--- config.mk ---
export PLATFORM = sky130hd
export DESIGN_NAME = alu_arbiter
export DESIGN_NICKNAME = d
export VERILOG_FILES = /design/src/rtl/alu_arbiter.sv
export SDC_FILE = /design/constraint.sdc
export NUM_CORES = 1
export LEC_CHECK = 0
export ABC_AREA = 1
export CAP_MARGIN = 20
export CORE_UTILIZATION = 39
export CTS_CLUSTER_DIAMETER = 60
export CTS_CLUSTER_SIZE = 12
export DETAILED_ROUTE_END_ITERATION = 7
export HOLD_SLACK_MARGIN = 0.15
export PLACE_DENSITY = 0.89
export SLEW_MARGIN = 0
export SYNTH_ARGS = -nofsm -noshare
export SYNTH_HDL_FRONTEND = slang
export SYNTH_SLANG_ARGS = --single-unit
export TNS_END_PERCENT = 10
--- constraint.sdc ---
create_clock -name clk -period 1.6 [get_ports clk]
set_input_delay 0.16 -clock clk [delete_from_list [all_inputs] [get_ports clk]]
set_output_delay 0.16 -clock clk [all_outputs]
set_load 0.005 [all_outputs]
--- src/rtl/alu_arbiter.sv ---
// -----------------------------------------------------------------------------
// alu_arbiter
//
// Shares one combinational ALU between two requesters. One operation is taken
// at a time, round-robin between the requesters. The accepted operands are
// registered and driven to the ALU for one cycle. The ALU result is then
// captured and returned with the winning requester's ID on a response channel
// that can be backpressured.
//
// Handshake rule for every channel: a transfer happens on a rising clk edge
// where valid and ready are both high. A producer holds valid and its payload
// stable until that edge. ready never depends on the same channel's payload,
// only on valid and on arbiter state.
//
// Ports
//   clk, rst_n                 clock, asynchronous active-low reset
//   req0_valid/a/b/op, ready   requester 0 operation channel
//   req1_valid/a/b/op, ready   requester 1 operation channel
//   alu_a, alu_b, alu_op       registered operands to the shared ALU
//   alu_y                      ALU result, combinational from alu_a/b/op
//   rsp_valid, rsp_ready       response channel handshake
//   rsp_y, rsp_id              captured result and issuing requester
//   busy                       high whenever the FSM is not IDLE
// -----------------------------------------------------------------------------
module alu_arbiter #(
   parameter int WIDTH = 4,
   parameter int OPW   = 2
) (
   input  logic             clk,
   input  logic             rst_n,
   input  logic             req0_valid,
   input  logic [WIDTH-1:0] req0_a,
   input  logic [WIDTH-1:0] req0_b,
   input  logic [OPW-1:0]   req0_op,
   output logic             req0_ready,
   input  logic             req1_valid,
   input  logic [WIDTH-1:0] req1_a,
   input  logic [WIDTH-1:0] req1_b,
   input  logic [OPW-1:0]   req1_op,
   output logic             req1_ready,
   output logic [WIDTH-1:0] alu_a,
   output logic [WIDTH-1:0] alu_b,
   output logic [OPW-1:0]   alu_op,
   input  logic [WIDTH-1:0] alu_y,
   output logic             rsp_valid,
   input  logic             rsp_ready,
   output logic [WIDTH-1:0] rsp_y,
   output logic             rsp_id,
   output logic             busy
);

   typedef enum logic [1:0] {
      IDLE = 2'd0,
      EXEC = 2'd1,
      RESP = 2'd2
   } state_t;

   state_t           state;
   logic             rr_ptr;   // requester that wins when both are valid
   logic [WIDTH-1:0] opa_q;
   logic [WIDTH-1:0] opb_q;
   logic [OPW-1:0]   op_q;
   logic             grant0;
   logic             grant1;
   logic             take0;
   logic             take1;

   // A lone valid always wins. When both are valid, rr_ptr picks the winner.
   always_comb begin
      grant0 = req0_valid & (~req1_valid | ~rr_ptr);
      grant1 = req1_valid & (~req0_valid |  rr_ptr);
   end

   // Readies are offered only in IDLE. They are gated by rst_n so that
   // nothing looks accepted while reset is asserted.
   assign req0_ready = rst_n & (state == IDLE) & grant0;
   assign req1_ready = rst_n & (state == IDLE) & grant1;
   assign take0      = req0_valid & req0_ready;
   assign take1      = req1_valid & req1_ready;

   // The ALU always sees the operand registers. They only change on an
   // accept, so they stay stable through EXEC and RESP.
   assign alu_a  = opa_q;
   assign alu_b  = opb_q;
   assign alu_op = op_q;

   always_ff @(posedge clk or negedge rst_n) begin
      if (!rst_n) begin
         state     <= IDLE;
         rr_ptr    <= 1'b0;
         opa_q     <= '0;
         opb_q     <= '0;
         op_q      <= '0;
         rsp_y     <= '0;
         rsp_id    <= 1'b0;
         rsp_valid <= 1'b0;
         busy      <= 1'b0;
      end else begin
         case (state)
            IDLE: begin
               if (take0 || take1) begin
                  opa_q  <= take1 ? req1_a  : req0_a;
                  opb_q  <= take1 ? req1_b  : req0_b;
                  op_q   <= take1 ? req1_op : req0_op;
                  rsp_id <= take1;
                  // The loser of this grant gets priority on the next tie.
                  rr_ptr <= ~take1;
                  busy   <= 1'b1;
                  state  <= EXEC;
               end
            end
            EXEC: begin
               // The operands have been stable on the ALU for a whole cycle.
               rsp_y     <= alu_y;
               rsp_valid <= 1'b1;
               state     <= RESP;
            end
            RESP: begin
               if (rsp_ready) begin
                  rsp_valid <= 1'b0;
                  busy      <= 1'b0;
                  state     <= IDLE;
               end
            end
            default: begin
               rsp_valid <= 1'b0;
               busy      <= 1'b0;
               state     <= IDLE;
            end
         endcase
      end
   end

endmodule

# Word level (Yosys, flattened, before mapping)
# Cells that the tools add are included.
# Widths: inputs -> output; s select.
op_classes:
  n_eq_ne: 4
  muxes: 10
  n_bitwise: 15
  n_reduce_logical: 6
op_table:
  columns: ["cell", "count"]
  rows:
  - ["$mux 4", 2]
  - ["$and 1x1->1", 7]
  - ["$mux 2", 3]
  - ["$not 1->1", 6]
  - ["$pmux 1 s3", 2]
  - ["$pmux 2 s3", 1]
  - ["$reduce_and 2->1", 3]
  - ["$reduce_and 3->1", 1]
  - ["$eq 2x1->1 const B", 1]
  - ["$eq 2x2->1 const B", 1]
  - ["$logic_not 2->1", 1]
  - ["$mux 1", 2]
  - ["$ne 2x1->1 const B", 1]
  - ["$ne 2x2->1 const B", 1]
  - ["$or 1x1->1", 2]
  - ["$logic_or 1x1->1", 1]
totals:
  regBits: 20
  output_inout_bits: 19

# Longest topological paths before layout
logic_depth:
  depth_word: 8
  depth_mapped: 9

# Worst setup path after synthesis
# No wires, ideal clock.
synth_timing:
  kind: "reg-to-reg"
  from: "register state[1]"
  to: "register opa_q[0], in the netlist alu_a[0]"
  setup_time_ns: 0.121
  t_arrival_ns: 1.024
  path_slack_ns: 0.455
  path_stages_with_launch: 10
  period_less_slack_ns: 1.145
  path_cell_list: "dfrtp_1 -> inv_2 -> nand2_2 -> nor2_4 -> nand2_2 -> nand2_2 -> inv_2 -> buf_6 -> nand2_2 -> nand3_2"
synth_via:
  elab_chain_len: 6
  word_cells_on_any_way: 9
synth_rtl:
  columns: ["element", "line", "text"]
  rows:
  - ["start, declared", "58", "state_t state;"]
  - ["start signal, assigned", "89", "state <= IDLE;"]
  - ["start signal, assigned", "109", "state <= EXEC;"]
  - ["start signal, assigned", "116", "state <= RESP;"]
  - ["$logic_not 2->1 (*)", "76, 77, 99", null]
  - ["$and 1x1->1", "76, 77", null]
  - ["$and 1x1->1 (on tied branches)", "76, 77", null]
  - ["$and 1x1->1 (on tied branches)", "78, 79", null]
  - ["$logic_or 1x1->1", "101", "if (take0 || take1) begin"]
  - ["$reduce_and 2->1 (no line)", null, null]
  - ["end signal, assigned", "102", "opa_q <= take1 ? req1_a : req0_a;"]
  - ["end, declared", "60", "logic [WIDTH-1:0] opa_q;"]
# Every way passes the cells marked *; elsewhere a longest branch is shown, timed or not.
# A chain may end at the register's enable or synchronous reset.

# Final worst setup path
layout_timing:
  from: "register state[0]"
  to: "output req1_ready"
layout_via:
  elab_chain_len: 3
layout_rtl:
  columns: ["element", "line", "text"]
  rows:
  - ["$logic_not 2->1", "77", "assign req1_ready = rst_n & (state == IDLE) & grant1;"]
  - ["$and 1x1->1 (2 in a row)", "77", null]
  - ["end, declared", "40", "output logic req1_ready,"]
# No other way between the ends.

==> summary.txt <==
RR Startpoint: state[0]
Final net count: 182
Post-Synth Simple-Gate Area: 32.6%
Layout cells sized above 1: 27.6%
Final min period: 1.49 ns
Clk sinks: 20
Hold WC Path Type: in2async
R2R depth: 9
Post-Synth XOR/XNOR Area: 0%
CTS tree: done
Synthesized area per cell: 9.68 um^2
Dpl hpwl: 1760 um
Pre-Repair DR Iteration Count: 4
Cell taking the most area after synthesis: dfrtp_1
Critical path data arrival time: 1.33 ns
Fin crit share: 93.4%
IO Count: 48
Clk buf depth: 2
CP startpoint: state[0]
Post-synthesis adder-cell area fraction: 0%
Status: complete, no violations
Yosys Warn Count: 0
First-pass GRT wire length: 3480 um
Post-Route M1 WL: 884 um
Fmax: 669 MHz
Wirelength per Cell: 12.5 um
Num rows: 17
Top Layer Used: met4
Gpl congestion: 0.736
Met3 WL: 123 um
Port buffer count: 47
Slew @ Worst Pin: 0.271 ns
WL final: 2240 um
Cell variety after synth: 15
Max Transition Viols Final: 0
Worst flop-to-flop path endpoint: alu_b[1]
Net Count, Synth: 127
Vias in the first global route: 815
# diodes: 0
DR vias: 844
H-tree depth: 1
Total GRT Usage: 18.0%
Element type at the critical path end: output pin
Critical Path End: req1_ready
Initial antenna violation count: 0
Iteration-0 DRC count of the detailed router: 8
Setup Skew: 0.00665 ns
Largest net degree at the start of global routing: 21
Mux contribution to synthesized area: 4.75%
DIE HEIGHT: 51.3 um
Final hold vios: 0
GR Overflow Total: 0
Peak VDD IR: 1.05 mV
Yosys reg bits: 20
Die Wd: 51.3 um
Setup violators final: 0
Pwr Total: 0.00243 W
Syn Std Cell Area: 948 um^2
Pwr Density: 1600 nW/um^2
Synth top area share: 52.8%
Synth-to-Final Area Change: 60.6%
Most common cell after layout, fill and taps aside: clkdlybuf4s50_1
Hold buffers post-CTS: 0
Seq/Total Area, Yosys: 52.8%
Largest family of logic cells by synthesized area: simple AND/OR/NAND/NOR gates
Register-to-register setup slack: 0.25 ns
TritonCTS Buffers: 3
RSZ-0062 raised after global routing: no
Max Cap Viol: 0
DIE AREA: 2630 um^2
Type of origin of the critical path: flip-flop
Vias/cell: 4.69
Syn Inst Count: 98
Worst Hold Slack: 0.232 ns
DP Area: 1460 um^2
Post-route ant nets: 0
Crit path max fanout: 3
Most frequent cells in the layout: clkdlybuf4s50_1 (45), nand2_1 (30), dfrtp_1 (20)
Worst endpoint required time: 1.44 ns
Floorplan core area: 2250 um^2
Met2 wire length: 1210 um
Initial Utilization: 42.1%
DRC: 0
Worst rel slew slack: 81.9%
WS Path Type: reg2out
Worst-path clk slew: 0.12 ns
Worst skew pair latency: 0.30 ns
Post-route cell area: 1520 um^2
Top cells by area, synth: dfrtp_1 (53%), nand2_1 (12%), nand3_2 (9.5%)
Clk root buf: clkbuf_4
Leak pwr: 0.754 nW
Compound-Gate Fraction of Synth Area: 2.37%
metrics by stage:
step	utilization, %	worst slack, ns	TNS [ns]	cells
finish	67.5	0.105	0	180
global route	67.5	0.0146	0	180
CTS	67.1	-0.137	-0.137	179
detailed placement	64.8	-0.00812	-0.0110	175
global placement	64.8	-0.00892	-0.0152	175
floorplan	-	0.455	0	98
synth_stat cells:
| cell | count |
|---|---|
| a21boi_1 | 1 |
| a21oi_1 | 1 |
| mux2_2 | 4 |
| nor2_1 | 1 |
| buf_6 | 2 |
| nand2_2 | 13 |
| inv_2 | 5 |
| nand3_1 | 2 |
| inv_1 | 6 |
| nand3_2 | 9 |
| nand2_1 | 30 |
| nor2_4 | 1 |
| o21ai_0 | 2 |
| dfrtp_1 | 20 |
| buf_4 | 1 |
cell families after synthesis:
kind of cell / Yosys count
flip-flops: 20
buffers and inverters: 14
multiplexers: 4
AND/OR/NAND/NOR: 56
AO/OA/AOI/OAI: 4
sequential cells by signal, summed over array words and instances, names as in the netlist:
name and flops:
alu_a 4, alu_b 4, rsp_y 4, alu_op 2, state 2, busy 1, rr_ptr 1, rsp_id 1
rsp_valid 1
per-layer routing:
metal | up-vias | track usage (%)
li1 | 412 | -
met2 | 32 | 35.1
met1 | 396 | 19.0
met5 | - | 0
met4 | 0 | 3.60
met3 | 4 | 5.06
worst min path at each step:
stage / depth (start not counted) / endpoint / slack, ns / startpoint
after floorplan: 0 / alu_a[0] / -0.14 / rst_n
after global placement: 2 / rsp_id / 0.46 / rsp_id
after detailed placement: 2 / busy / 0.48 / busy
after CTS: 2 / alu_op[0] / 0.23 / rst_n
after global routing: 2 / alu_a[3] / 0.23 / rst_n
final: 2 / alu_op[0] / 0.23 / rst_n
what timing repair did:
| item | CTS | global route |
|---|---|---|
| setup buffers | 0 | 1 |
| setup endpoints to repair | 2 | 1 |
| gates resized for setup | 1 | 1 |
| pin swaps | 0 | 1 |
layout make-up:
| class | instances | area, um^2 |
|---|---|---|
| flip-flops and latches | 20 | 500 |
| repair buffers | 53 | 517 |
| clock buffers | 3 | 22.5 |
| inverters | 11 | 41.3 |
| clock inverters | 1 | 30.0 |
| multi-input cells | 64 | 377 |
| fillers | 193 | 732 |
| well taps | 28 | 35.0 |
worst max-delay path, cell delays in order (launching register included):
cell	delay (ns)
dfrtp_1	0.42
inv_2	0.07
nand2_2	0.06
nor2_4	0.12
nand2_2	0.07
inv_2	0.06
dlygate4sd2_1	0.23
power breakdown:
| part | internal [W] | switching, W | total, W |
|---|---|---|---|
| clock | 0.000253 | 0.000153 | 0.000406 |
| sequential | 0.000749 | 0.000152 | 0.000901 |
| combinational | 0.000675 | 0.000451 | 0.00113 |
| total | 0.00168 | 0.000756 | 0.00243 |
No activity file was read; power rests on OpenSTA's default activity.
